### config.mk
export PLATFORM = sky130hd
export DESIGN_NAME = aes_out_serializer
export DESIGN_NICKNAME = d
export VERILOG_FILES = /design/src/rtl/aes_pkg.sv /design/src/rtl/aes_blk_fifo.sv /design/src/rtl/aes_out_serializer.sv
export SDC_FILE = /design/constraint.sdc
export NUM_CORES = 1
export LEC_CHECK = 0
export CAP_MARGIN = 10
export CORE_MARGIN = 2
export CORE_UTILIZATION = 33
export DETAILED_ROUTE_END_ITERATION = 7
export PLACE_DENSITY = 0.64
export SETUP_SLACK_MARGIN = 0.2
export SYNTH_ARGS = -nofsm -noshare
export SYNTH_HDL_FRONTEND = slang
export SYNTH_SLANG_ARGS = --single-unit
### constraint.sdc
create_clock -name AES_clk -period 8.5 [get_ports AES_clk]
set_input_delay 1.7 -clock AES_clk [delete_from_list [all_inputs] [get_ports AES_clk]]
set_output_delay 1.7 -clock AES_clk [all_outputs]
set_load 0.005 [all_outputs]
### src/rtl/aes_pkg.sv
// Shared AES constants, block/word types and word-select helper.
// Used by the output serializer and its block FIFO.
package aes_pkg;

    localparam int AES_BLK_W         = 128;
    localparam int AES_WORD_W        = 32;
    localparam int AES_WORDS_PER_BLK = 4;

    typedef logic [AES_BLK_W-1:0]  aes_blk_t;
    typedef logic [AES_WORD_W-1:0] aes_word_t;

    // Word 0 is the most significant 32 bits of the block
    function automatic aes_word_t blk_word(aes_blk_t b, logic [1:0] idx);
        aes_word_t w;
        unique case (idx)
            2'd0: w = b[127:96];
            2'd1: w = b[95:64];
            2'd2: w = b[63:32];
            2'd3: w = b[31:0];
        endcase
        return w;
    endfunction

endpackage

### src/rtl/aes_blk_fifo.sv
// Block FIFO holding DEPTH 128-bit AES results (DEPTH power of two).
// Pointers wrap naturally; full is registered from the next count.
module aes_blk_fifo
    import aes_pkg::*;
#(
    parameter int DEPTH = 2
) (
    input  logic                     clk,
    input  logic                     rst,
    input  logic                     push,
    input  logic                     pop,
    input  aes_blk_t                 wdata,
    output aes_blk_t                 head,
    output logic [$clog2(DEPTH):0]   count,
    output logic                     full,
    output logic                     empty
);

    localparam int PW = $clog2(DEPTH);
    localparam int CW = PW + 1;

    aes_blk_t          mem [DEPTH];
    logic [PW-1:0]     wr_ptr;
    logic [PW-1:0]     rd_ptr;
    logic [CW-1:0]     count_nxt;

    // Next occupancy; push and pop together leave it unchanged
    always_comb begin
        count_nxt = count;
        unique case ({push, pop})
            2'b10:   count_nxt = count + CW'(1);
            2'b01:   count_nxt = count - CW'(1);
            default: count_nxt = count;
        endcase
    end

    // Pointer, count and full-flag state
    always_ff @(posedge clk or posedge rst) begin
        if (rst) begin
            wr_ptr <= '0;
            rd_ptr <= '0;
            count  <= '0;
            full   <= 1'b0;
        end else begin
            if (push) wr_ptr <= wr_ptr + PW'(1);
            if (pop)  rd_ptr <= rd_ptr + PW'(1);
            count <= count_nxt;
            full  <= (count_nxt == CW'(DEPTH));
        end
    end

    // Block storage; a push at full overwrites the slot being popped
    always_ff @(posedge clk) begin
        if (push) mem[wr_ptr] <= wdata;
    end

    assign head  = mem[rd_ptr];
    assign empty = (count == '0);

endmodule

### src/rtl/aes_out_serializer.sv
// Captures AES result blocks on valid edges and streams them as 32-bit words.
// Optional saturating drop counter enabled by macro AES_SER_DROP_CNT_EN.
module aes_out_serializer
    import aes_pkg::*;
#(
    parameter int DEPTH = 2
) (
    input  logic       AES_clk,
    input  logic       AES_rst,
    input  aes_blk_t   blk_in,
    input  logic       blk_in_valid,
    output aes_word_t  ser_data,
    output logic       ser_valid,
    input  logic       ser_ready,
    output logic       ser_last,
    output logic       fifo_full,
    output logic       drop_pulse
`ifdef AES_SER_DROP_CNT_EN
    ,
    output logic [7:0] drop_cnt
`endif
);

    localparam int CW = $clog2(DEPTH) + 1;

    logic          valid_q;
    logic [1:0]    word_idx;
    logic          cap;
    logic          xfer;
    logic          pop;
    logic          push;
    logic          at_cap;
    logic [CW-1:0] count;
    logic          full;
    logic          empty;
    aes_blk_t      head;

    assign cap    = blk_in_valid & ~valid_q;
    assign at_cap = (count == CW'(DEPTH));
    assign xfer   = ser_valid & ser_ready;
    assign pop    = xfer & (word_idx == 2'd3);
    assign push   = cap & (~at_cap | pop);

    aes_blk_fifo #(
        .DEPTH (DEPTH)
    ) u_fifo (
        .clk   (AES_clk),
        .rst   (AES_rst),
        .push  (push),
        .pop   (pop),
        .wdata (blk_in),
        .head  (head),
        .count (count),
        .full  (full),
        .empty (empty)
    );

    assign ser_valid = ~empty;
    assign ser_data  = ser_valid ? blk_word(head, word_idx) : '0;
    assign ser_last  = ser_valid & (word_idx == 2'd3);
    assign fifo_full = full;

    // Edge detector history for the cipher's valid strobe
    always_ff @(posedge AES_clk or posedge AES_rst) begin
        if (AES_rst) valid_q <= 1'b0;
        else         valid_q <= blk_in_valid;
    end

    // Word position within the head block, wraps after the last word
    always_ff @(posedge AES_clk or posedge AES_rst) begin
        if (AES_rst)   word_idx <= 2'd0;
        else if (xfer) word_idx <= word_idx + 2'd1;
    end

    // One-cycle pulse when a captured block finds no room
    always_ff @(posedge AES_clk or posedge AES_rst) begin
        if (AES_rst) drop_pulse <= 1'b0;
        else         drop_pulse <= cap & ~push;
    end

`ifdef AES_SER_DROP_CNT_EN
    // Saturating count of discarded blocks
    always_ff @(posedge AES_clk or posedge AES_rst) begin
        if (AES_rst)
            drop_cnt <= 8'd0;
        else if (cap && !push && drop_cnt != 8'hff)
            drop_cnt <= drop_cnt + 8'd1;
    end
`endif

endmodule

-- Word-level counts from Yosys, hierarchy flattened
Memory sizes are Yosys's and may differ from the RTL's.
Cells that the tools add are included.
- register bits: 9
- RAM bits: 256
- input port bits: 132
- logic and storage cells: 38
- memories kept: 1
- memory list (memory ; words ; width ; rd ports ; clocked after memory_dff ; wr ports ; RTL line ; source):
    u_fifo.mem ; 2 ; 128 ; 1 ; 0 ; 1 ; aes_blk_fifo.sv:22 ; aes_blk_t mem [DEPTH];
- add/subtract/negate cells: 5
- equality and inequality tests: 7
- multiplexer cells: 5
- bitwise gates (word level): 11
- reductions and logical operators: 2
- operator list (cell ; number):
    one-hot mux 32 bit (4 select lines) ; 1
    two-way mux 32 bit ; 1
    equality test 2 bit, second input constant ; 5
    AND 1 bit ; 6
    adder 2 x 1 -> 2 bit, second input constant ; 2
    equality test 2 x 1 -> 1 bit, second input constant ; 2
    zero test 2 bit ; 2
    inverter 1 bit ; 4
    one-hot mux 2 bit (2 select lines) ; 1
    adder 1 bit, second input constant ; 2
    two-way mux 1 bit ; 2
    subtractor 2 x 1 -> 2 bit, second input constant ; 1
    OR 1 bit ; 1

-- Depth between registers and ports, before layout
Gate-level depths: netlist (run 1).
- depth after elaboration: 9
- mapped depth: 8
- depth with buffers taken out: 5

-- By module
From an unflattened synthesis (run 1), not the netlist that was laid out.
- cell total of the unflattened synthesis: 589
- area total of the unflattened synthesis: 10894.2 um^2
- modules (own cells, without submodules) (module ; times used ; cells an instance ; area each (um^2)):
    aes_blk_fifo ; 1 ; 419 ; 9511.6
    aes_out_serializer ; 1 ; 170 ; 1382.6

-- Worst setup path before layout (run 1)
OpenSTA, ideal clock, no wires.
- path kind: input to register
- start point: input ser_ready
- end point: memory u_fifo.mem[0][0] (netlist bit) (enable)
- setup time: 0.632 ns
- arrival time: 7.648 ns
- data required time: 7.868 ns
- setup slack: 0.220 ns
- cell stages on the path: 3
- path buffers: 0
- path through: nand2_2 > a21oi_1 > nor2b_1
- word-level cells in the longest chain between the ends: 6
- RTL lines (item ; RTL line ; source):
    from (decl) ; aes_out_serializer.sv:14 ; input logic ser_ready,
    AND 1 bit ; aes_out_serializer.sv:40 ; assign xfer = ser_valid & ser_ready;
    AND 1 bit ; aes_out_serializer.sv:41 ; assign pop = xfer & (word_idx == 2'd3);
    OR 1 bit ; aes_out_serializer.sv:42 ; assign push = cap & (~at_cap | pop);
    AND 1 bit ; aes_out_serializer.sv:42 ;
    two-way mux 1 bit ; aes_blk_fifo.sv:54 ; if (push) mem[wr_ptr] <= wdata;
    two-way mux 1 bit (not written as such) ; aes_blk_fifo.sv:54 ;
    to (decl) ; aes_blk_fifo.sv:22 ;
No other way between the ends.

-- Worst setup path in the final report (run 1)
- start point: register word_idx[0]
- end point: output ser_data[27]
- word-level cells in the longest chain between the ends: 3
- RTL lines (item ; RTL line ; source):
    from (decl) ; aes_out_serializer.sv:27 ; logic [1:0] word_idx;
    from (signal assigned) ; aes_out_serializer.sv:72 ; else if (xfer) word_idx <= word_idx + 2'd1;
    equality test 2 bit, or another cell as far along ; aes_pkg.sv:15 ; unique case (idx)
    one-hot mux 32 bit (4 select lines) * ; aes_pkg.sv:15 ;
    two-way mux 32 bit * ; aes_out_serializer.sv:59 ; assign ser_data = ser_valid ? blk_word(head, word_idx) : '0;
    to (decl) ; aes_out_serializer.sv:12 ; output aes_word_t ser_data,
Every way passes the cells marked *; elsewhere a longest branch is shown, timed or not.

==> flow_summary.json, run 1 <==
{
  "status": "complete, no violations",
  "die_w_um": 179,
  "routed_wl_mm": 23.5,
  "grt.overflow.total": 0,
  "crit_type": "reg -> out",
  "post_cts_buffers": 0,
  "cp.required_ns": 6.80,
  "clkTransAtPathRegs_ns": 0.06,
  "whs_ns": 0.543,
  "grt.total_usage_pct": 14.3,
  "grt_pass1_wl_mm": 34.7,
  "hold_path_class": "reg -> reg",
  "cts_tree": "built",
  "rows": 64,
  "post_cts_resized": 0,
  "viasPerCell": 5.07,
  "tightestPinTransition_ns": 1.12,
  "route.vias.total": 6004,
  "grt_max_degree": 69,
  "coreArea_mm2": 0.0303,
  "critPathArrivalTime_ns": 3.51,
  "die_y_um": 179,
  "critPathBufInv": 2,
  "maxCapViolations": 0,
  "cts_buffer_depth": 3,
  "numCtsBuffers": 29,
  "cts_root_buf": "clkbuf_16",
  "endpoint": "ser_data[27]",
  "postCtsHoldBufs": 0,
  "wl_per_cell_um": 19.9,
  "synth_warnings": 0,
  "cp-start-kind": "flop",
  "hold_viol_final": 0,
  "crit_start": "word_idx[0]",
  "ir_drop_uv": 207,
  "grt_pass1_vias": 6092,
  "seq_area_frac_synth_pct": 78.4,
  "finalSetupViolations": 0,
  "drtAntennaViolNets": 0,
  "crit_fanout": 34,
  "gp_congestion": 0.719,
  "ys_types": 31,
  "min_period_over_period_pct": 61.2,
  "p_leak_nw": 4.32,
  "dieArea_mm2": 0.0320,
  "syn_nets": 737,
  "slowest_delay_ns": 0.99,
  "period_needed_ns": 5.21,
  "cts_sinks": 265,
  "dp_hpwl_mm": 13.7,
  "insertion_delay_ns": 0.54,
  "fin_tns_setup_ns": 0,
  "r2r-start": "word_idx[0]",
  "p_per_area_mw_per_mm2": 333,
  "syn-cell-area_mm2": 0.0101,
  "drtIter0Drc": 503,
  "finClkSkew_ns": 0.00686,
  "max_freq_mhz": 192,
  "syn-mean-instance-area_um2": 16.8,
  "critPathTopFamily": "simple AND/OR/NAND/NOR gates",
  "finalPower_mw": 4.34,
  "ioPinCount": 168,
  "synthCells": 601,
  "initial_core_util_pct": 33.3,
  "fill_cells": 2673,
  "drive_gt1_share_pct": 7.87,
  "first_pass_iters": 8,
  "portBuffers": 167,
  "critical_path_cell_count": 6,
  "rrSetupSlack_ns": 4.26,
  "ys_ff_latch": 265,
  "antenna_found_initial": 2,
  "path_cells": "inv_1 > ha_2 > nor2_4 > a32oi_1 > and3_1 > clkdlybuf4s50_1",
  "r2r-end": "u_fifo.mem[1][0]",
  "report.final.slew_viol_count": 0,
  "r2r_cells": 6,
  "rsz0062_at_grt": "no",
  "syn_to_final_growth_pct": 29.2,
  "slowest_stage": "nor2_4",
  "nets": 903,
  "htreeDepth": 1,
  "worst_setup_path_end_kind": "primary output",
  "relSlewSlack_pct": 25.3,
  "drc_errors": 0
}
==> metrics by stage <==
| stage | area (um2) | util, % | setup slack, ns | std cells |
|---|---|---|---|---|
| 5_1_grt | 13000 | 43.0 | 3.08 | 1184 |
| 2_1_floorplan | 10100 | - | 0.220 | 601 |
| 3_5_place_dp | 12100 | 39.9 | 3.74 | 1132 |
| 6_report | 13000 | 43.0 | 3.29 | 1185 |
| 3_3_place_gp | 12100 | 39.9 | 3.78 | 1132 |
| 4_1_cts | 13000 | 43.0 | 3.20 | 1184 |
==> cell usage after synthesis (all sizes together) <==
library cell	instances	area share, %
a211oi	1	0.074
a21oi	2	0.099
a22oi	65	4.8
a32oi	32	2.8
and2	3	0.19
and3	33	2.0
buf	33	2.0
clkbuf	7	0.26
dfrtp	9	2.2
edfxtp	256	76
ha	4	0.50
inv	4	0.15
mux2	1	0.11
mux2i	32	3.2
nand2	68	2.6
nand2b	1	0.062
nand3	34	1.7
nor2	2	0.099
nor2b	4	0.25
nor3	1	0.050
nor3b	1	0.074
o211ai	1	0.074
o21ai	2	0.099
or2	1	0.062
xnor2	3	0.26
xor2	1	0.087
==> layout make-up <==
cell class	instances	area, um2	share of cell area [%]
Sequential cell	265	7910	60.7
Multi-Input combinational cell	292	1970	15.1
Timing Repair Buffer	175	1730	13.3
Clock buffer	36	762	5.84
Tap cell	396	495	3.80
Clock inverter	16	151	1.16
Inverter	4	15.0	0.115
Antenna cell	1	2.50	0.0192
==> layout by cell type (no fill, tap or decap), drive strengths merged, types with 2 or more instances in the layout <==
master           n
a21oi            2
a22oi           65
a32oi           32
and2             3
and3            33
buf              8
bufinv           2
clkbuf          36
clkdlybuf4s50  167
clkinv           9
clkinvlp         2
dfrtp            9
edfxtp         256
ha               4
inv              7
mux2i           32
nand2           68
nand3           34
nor2             2
nor2b            4
o21ai            2
xnor2            3
==> layer usage <==
layer	vias to the layer above	share of wire [%]	global-route usage, %
li1	2726	-	-
met1	2995	41	18.5
met2	243	49	23.7
met5	-	0.068	0
met4	2	2.6	5.39
met3	38	7.6	2.97
==> registers in the layout, indices dropped and copies added, names as in the netlist <==
name           cells
u_fifo.mem       256
word_idx           2
u_fifo.wr_ptr      1
valid_q            1
u_fifo.count       2
drop_pulse         1
u_fifo.full        1
u_fifo.rd_ptr      1
==> power by group <==
part           internal [mW]  leakage, nW  total, mW  switching (mW)
clock network          0.699        0.445       1.20           0.499
registers               1.63         2.45       1.68          0.0503
logic                  0.658         1.42       1.46           0.807
total                   2.98         4.32       4.34            1.36
==> logic make-up after synthesis <==
logic type | after synthesis | share of synthesized area, %
AND/OR/NAND/NOR | 148 | 7.07
XOR/XNOR | 4 | 0.347
flip-flops | 265 | 78.4
buffers and inverters | 44 | 2.45
AO/OA/AOI/OAI | 103 | 7.96
adder cells (fa/ha/maj) | 4 | 0.496
multiplexers | 33 | 3.29
==> how the worst min path moves through the flow <==
| stage | cells past startpoint | from | slack (ns) | to |
|---|---|---|---|---|
| 4_1_cts | 1 | word_idx[0] | 0.55 | word_idx[0] |
| 2_1_floorplan | 1 | u_fifo.wr_ptr | 0.46 | u_fifo.wr_ptr |
| 6_report | 1 | u_fifo.wr_ptr | 0.54 | u_fifo.wr_ptr |
| 5_1_grt | 1 | word_idx[0] | 0.56 | word_idx[0] |
| 3_3_place_gp | 1 | word_idx[0] | 0.53 | word_idx[0] |
| 3_5_place_dp | 1 | u_fifo.wr_ptr | 0.54 | u_fifo.wr_ptr |
No activity file was read; power rests on OpenSTA's default activity.
==> run 2: changes to the inputs <==
==> constraint.sdc (replaced) <==
create_clock -name AES_clk -period 5.11 [get_ports AES_clk]
set_input_delay 1.022 -clock AES_clk [delete_from_list [all_inputs] [get_ports AES_clk]]
set_output_delay 1.022 -clock AES_clk [all_outputs]
set_load 0.005 [all_outputs]
==> run 2 against run 1 <==
Largest power group unchanged. First-iteration DRC count down 15%. Clock power up 56%. Highest routed layer unchanged. Power up 64%.
==> flow_summary.json, run 2 (synthesis gave the netlist of run 1 again) <==
{
  "die_w_um": 179,
  "critPathTopFamily": "simple AND/OR/NAND/NOR gates",
  "drtAntennaViolNets": 0,
  "clkTransAtPathRegs_ns": 0.06,
  "htreeDepth": 1,
  "final_cells": 1191,
  "numCtsBuffers": 28,
  "busiest_layer": "met2",
  "status": "complete, no violations",
  "dieArea_mm2": 0.0320,
  "fin_area_mm2": 0.0130,
  "cp.required_ns": 4.09,
  "clkPwrFrac_pct": 26.3,
  "regMostFlops": "u_fifo.mem",
  "gr-usage-met2_pct": 23.8,
  "initial_core_util_pct": 33.3,
  "crit_type": "reg -> out",
  "drive_gt1_share_pct": 7.45,
  "drtIter0Drc": 428,
  "p_leak_nw": 4.32,
  "ioPinCount": 168,
  "grt_pass1_vias": 6024,
  "pwr-share-comb_pct": 33.9,
  "tightestPinTransition_ns": 1.07,
  "cts_sinks": 265,
  "hold_path_class": "reg -> reg",
  "rows": 64,
  "r2r-end": "u_fifo.mem[1][81]",
  "multi_input_area_mm2": 0.00197,
  "critPathBufInv": 2,
  "path_cells": "nor2b_4 > buf_4 > nand3_1 > and3_1 > clkdlybuf4s50_1",
  "routed_wl_mm": 23.7,
  "portBuffers": 167,
  "utilization_pct": 42.9,
  "viasPerCell": 5.04,
  "first_pass_iters": 5,
  "syn_to_final_growth_pct": 29.1,
  "post_cts_resized": 0,
  "crit_start": "u_fifo.rd_ptr",
  "grt.overflow.total": 0,
  "min_period_over_period_pct": 85.7,
  "critPathArrivalTime_ns": 3.36,
  "coreArea_mm2": 0.0303,
  "dp_hpwl_mm": 14.5,
  "maxCapViolations": 0,
  "insertion_delay_ns": 0.54,
  "drc_errors": 0,
  "die_y_um": 179,
  "p_per_area_mw_per_mm2": 547,
  "cts_root_buf": "clkbuf_16",
  "switchingPower_mw": 2.22,
  "report.final.slew_viol_count": 0,
  "gr-usage-met3_pct": 3.16,
  "seq_area_mm2": 0.00791,
  "placed_area_mm2": 0.0122,
  "placedCellCount": 1138,
  "use_met1_pct": 18.9,
  "relSlewSlack_pct": 28.4,
  "finalSetupViolations": 0,
  "reg_top3": "u_fifo.mem x256, u_fifo.count x2, word_idx x2",
  "r2r_cells": 5,
  "largest_reg_flops": 256,
  "grt.total_usage_pct": 14.5,
  "rrSetupSlack_ns": 1.94,
  "gp_congestion": 0.737,
  "cp-start-kind": "flop",
  "post_cts_buffers": 0,
  "slowest_delay_ns": 0.91,
  "fin_tns_setup_ns": 0,
  "fill_cells": 2698,
  "final_cell_mix": "edfxtp_1 (256), clkdlybuf4s50_1 (167), nand2_1 (67)",
  "grt_max_degree": 80,
  "ir_drop_uv": 290,
  "intPower_mw": 4.91,
  "max_freq_mhz": 228,
  "cts_buffer_depth": 3,
  "crit_fanout": 25,
  "final_common_cell": "edfxtp_1",
  "r2r-start": "word_idx[0]",
  "rsz0062_at_grt": "no",
  "hold_viol_final": 0,
  "nets": 908,
  "critical_path_cell_count": 5,
  "finClkSkew_ns": 0.0108,
  "cts_tree": "built",
  "grt_pass1_wl_mm": 34.9,
  "endpoint": "ser_data[30]",
  "slowest_stage": "nor2b_4",
  "sw_frac_of_total_pct": 31.2,
  "route.vias.total": 5997,
  "worst_setup_path_end_kind": "primary output",
  "seq_power_share_pct": 39.8,
  "period_needed_ns": 4.38,
  "antenna_found_initial": 3,
  "wl_per_cell_um": 19.9,
  "postCtsHoldBufs": 0
}
[run 2: changes by cell type in the layout (fill, tap and decap cells not counted), sizes merged]
cell,delta
inv,-3
diode,+2
clkbuf,-1
clkinv,+4
clkinvlp,-1
bufinv,-1
buf,+6
[run 2: how the worst min path moves through the flow]
stage	cells after the start	slack [ns]	startpoint	endpoint
3_3_place_gp	1	0.52	word_idx[0]	word_idx[0]
5_1_grt	1	0.58	u_fifo.wr_ptr	u_fifo.wr_ptr
2_1_floorplan	1	0.50	word_idx[0]	word_idx[0]
6_report	1	0.55	word_idx[0]	word_idx[0]
4_1_cts	1	0.55	word_idx[0]	word_idx[0]
3_5_place_dp	1	0.53	word_idx[0]	word_idx[0]
[run 2: power by group through the flow]
stage	combinational, mW	sequential, mW	clock (mW)
2_1_floorplan	1.38	2.84	0
3_3_place_gp	2.44	2.88	0
3_5_place_dp	2.45	2.88	0
4_1_cts	2.46	2.84	1.92
5_1_grt	2.63	2.87	2.01
6_report	2.42	2.84	1.87
[run 2: cell type report]
class | instances | area share, %
Antenna cell | 3 | 0.0576
Timing Repair Buffer | 181 | 13.7
Clock inverter | 15 | 0.720
Clock buffer | 35 | 5.74
Tap cell | 396 | 3.80
Inverter | 4 | 0.115
Multi-Input combinational cell | 292 | 15.1
Sequential cell | 265 | 60.7
[run 2: stage by stage]
step	hold slack [ns]	power (mW)	setup WS, ns
final	0.549	7.13	0.730
after global routing	0.585	7.51	0.607
after CTS	0.547	7.22	0.718
after detailed placement	0.535	5.34	1.30
after global placement	0.524	5.31	1.33
after floorplan	0.498	4.21	0.300
[run 2: metal layers]
layer / vias to the layer above / part of all wire, %
met2: 224 / 48
met3: 46 / 7.4
met1: 2986 / 42
met5: - / 0.055
li1: 2739 / -
met4: 2 / 2.3
==> run 3: changes to the inputs <==
--- a/config.mk
+++ b/config.mk
@@ -11,6 +11,7 @@
 export DETAILED_ROUTE_END_ITERATION = 7
 export PLACE_DENSITY = 0.64
 export SETUP_SLACK_MARGIN = 0.2
+export SLEW_MARGIN = 25
 export SYNTH_ARGS = -nofsm -noshare
 export SYNTH_HDL_FRONTEND = slang
 export SYNTH_SLANG_ARGS = --single-unit
==> run 3 against run 2 <==
Sequential power about the same. Global-route usage unchanged. Register-to-register slack better by 0.22 ns. Non-clock buffer count unchanged. Clock skew down 0.0042 ns. Clock power about the same. Routed wire length up 0.27%. Highest routed layer unchanged. Critical path depth unchanged.
==> flow_summary.json, run 3 (synthesis gave the netlist of run 1 again) <==
{
  "status": "complete, no violations",
  "initial_core_util_pct": 33.3,
  "fin_area_mm2": 0.0130,
  "postCtsHoldBufs": 0,
  "tightestPinTransition_ns": 0.972,
  "largest_reg_flops": 256,
  "insertion_delay_ns": 0.53,
  "gr-usage-met2_pct": 23.8,
  "placedCellCount": 1138,
  "cts_sinks": 265,
  "clkTransAtPathRegs_ns": 0.06,
  "critPathArrivalTime_ns": 3.35,
  "utilization_pct": 42.9,
  "regMostFlops": "u_fifo.mem",
  "final_common_cell": "edfxtp_1",
  "ir_drop_uv": 289,
  "maxCapViolations": 0,
  "sw_frac_of_total_pct": 31.2,
  "reg_top3": "u_fifo.mem x256, u_fifo.count x2, word_idx x2",
  "fin_tns_setup_ns": 0,
  "drive_gt1_share_pct": 7.45,
  "nets": 908,
  "crit_type": "reg -> out",
  "route.vias.total": 6006,
  "pwr-share-comb_pct": 34.0,
  "use_met1_pct": 18.9,
  "finalSetupViolations": 0,
  "cp.required_ns": 4.09,
  "first_pass_iters": 5,
  "post_cts_buffers": 0,
  "numCtsBuffers": 28,
  "hold_path_class": "reg -> reg",
  "p_per_area_mw_per_mm2": 547,
  "wl_per_cell_um": 19.9,
  "grt_pass1_vias": 6024,
  "dieArea_mm2": 0.0320,
  "dp_hpwl_mm": 14.5,
  "ioPinCount": 168,
  "drtIter0Drc": 388,
  "period_needed_ns": 4.37,
  "grt_max_degree": 80,
  "die_w_um": 179,
  "path_cells": "nor2b_4 > buf_4 > nand3_1 > and3_1 > clkdlybuf4s50_1",
  "final_cells": 1191,
  "post_cts_resized": 0,
  "switchingPower_mw": 2.22,
  "fill_cells": 2698,
  "grt.overflow.total": 0,
  "cp-start-kind": "flop",
  "slowest_stage": "nor2b_4",
  "coreArea_mm2": 0.0303,
  "p_leak_nw": 4.32,
  "final_cell_mix": "edfxtp_1 (256), clkdlybuf4s50_1 (167), nand2_1 (67)",
  "relSlewSlack_pct": 35.1,
  "gr-usage-met3_pct": 3.16,
  "slowest_delay_ns": 0.93,
  "portBuffers": 167,
  "rsz0062_at_grt": "no",
  "syn_to_final_growth_pct": 29.1,
  "intPower_mw": 4.91,
  "worst_setup_path_end_kind": "primary output",
  "grt_pass1_wl_mm": 34.9,
  "min_period_over_period_pct": 85.6,
  "cts_root_buf": "clkbuf_16",
  "die_y_um": 179,
  "placed_area_mm2": 0.0122,
  "cts_tree": "built",
  "finClkSkew_ns": 0.00662,
  "hold_viol_final": 0,
  "routed_wl_mm": 23.7,
  "drc_errors": 0,
  "seq_power_share_pct": 39.8,
  "antenna_found_initial": 3,
  "report.final.slew_viol_count": 0,
  "viasPerCell": 5.04,
  "htreeDepth": 1,
  "gp_congestion": 0.737,
  "cts_buffer_depth": 3,
  "busiest_layer": "met2",
  "drtAntennaViolNets": 0,
  "grt.total_usage_pct": 14.5,
  "rows": 64,
  "crit_fanout": 25,
  "max_freq_mhz": 229,
  "clkPwrFrac_pct": 26.2
}
run 3: cell types whose count changed in the layout (fill, tap and decap cells not counted):
cell,delta
buf_6,+1
buf_4,-1
run 3: final timing paths:
check / from / end / slack [ns] / cells past startpoint
min in group asynchronous: AES_rst / u_fifo.count[1] / 0.77 / 2
max reg2reg: word_idx[0] / u_fifo.mem[1][81] / 2.16 / 5
min reg2reg: word_idx[0] / word_idx[0] / 0.55 / 1
min: word_idx[0] / word_idx[0] / 0.55 / 1
max in group asynchronous: AES_rst / u_fifo.rd_ptr / 4.03 / 2
max: u_fifo.rd_ptr / ser_data[30] / 0.74 / 5
run 3: worst max-delay path, delay by kind of cell, from the launching register on:
kind	cells	cell delay [ns]
AND/OR/NAND/NOR	3	1.20
flip-flops	1	0.85
buffers and inverters	2	0.74
run 3: power by group through the flow:
stage	clock (mW)	sequential [mW]	combinational, mW
6_report	1.87	2.84	2.42
5_1_grt	2.01	2.86	2.64
4_1_cts	1.92	2.84	2.46
3_5_place_dp	0	2.88	2.45
3_3_place_gp	0	2.88	2.44
2_1_floorplan	0	2.84	1.38
run 3: per-stage QoR:
stage	power, mW	hold WS, ns	setup WS [ns]
2_1_floorplan	4.21	0.498	0.300
3_3_place_gp	5.31	0.524	1.33
3_5_place_dp	5.34	0.535	1.30
4_1_cts	7.22	0.547	0.718
5_1_grt	7.51	0.585	0.607
6_report	7.13	0.549	0.738
run 3: metal layers:
layer | up-vias | wire length (um)
li1 | 2741 | -
met1 | 3013 | 10200
met2 | 202 | 11400
met3 | 48 | 1600
met4 | 2 | 589
met5 | - | 13
run 3: area by class of cell:
| cell class | instances | area, um2 | share of cell area [%] |
|---|---|---|---|
| Inverter | 4 | 15.0 | 0.115 |
| Tap cell | 396 | 495 | 3.80 |
| Clock inverter | 15 | 93.8 | 0.720 |
| Antenna cell | 3 | 7.51 | 0.0576 |
| Clock buffer | 35 | 748 | 5.74 |
| Sequential cell | 265 | 7910 | 60.7 |
| Timing Repair Buffer | 181 | 1790 | 13.8 |
| Multi-Input combinational cell | 292 | 1970 | 15.1 |
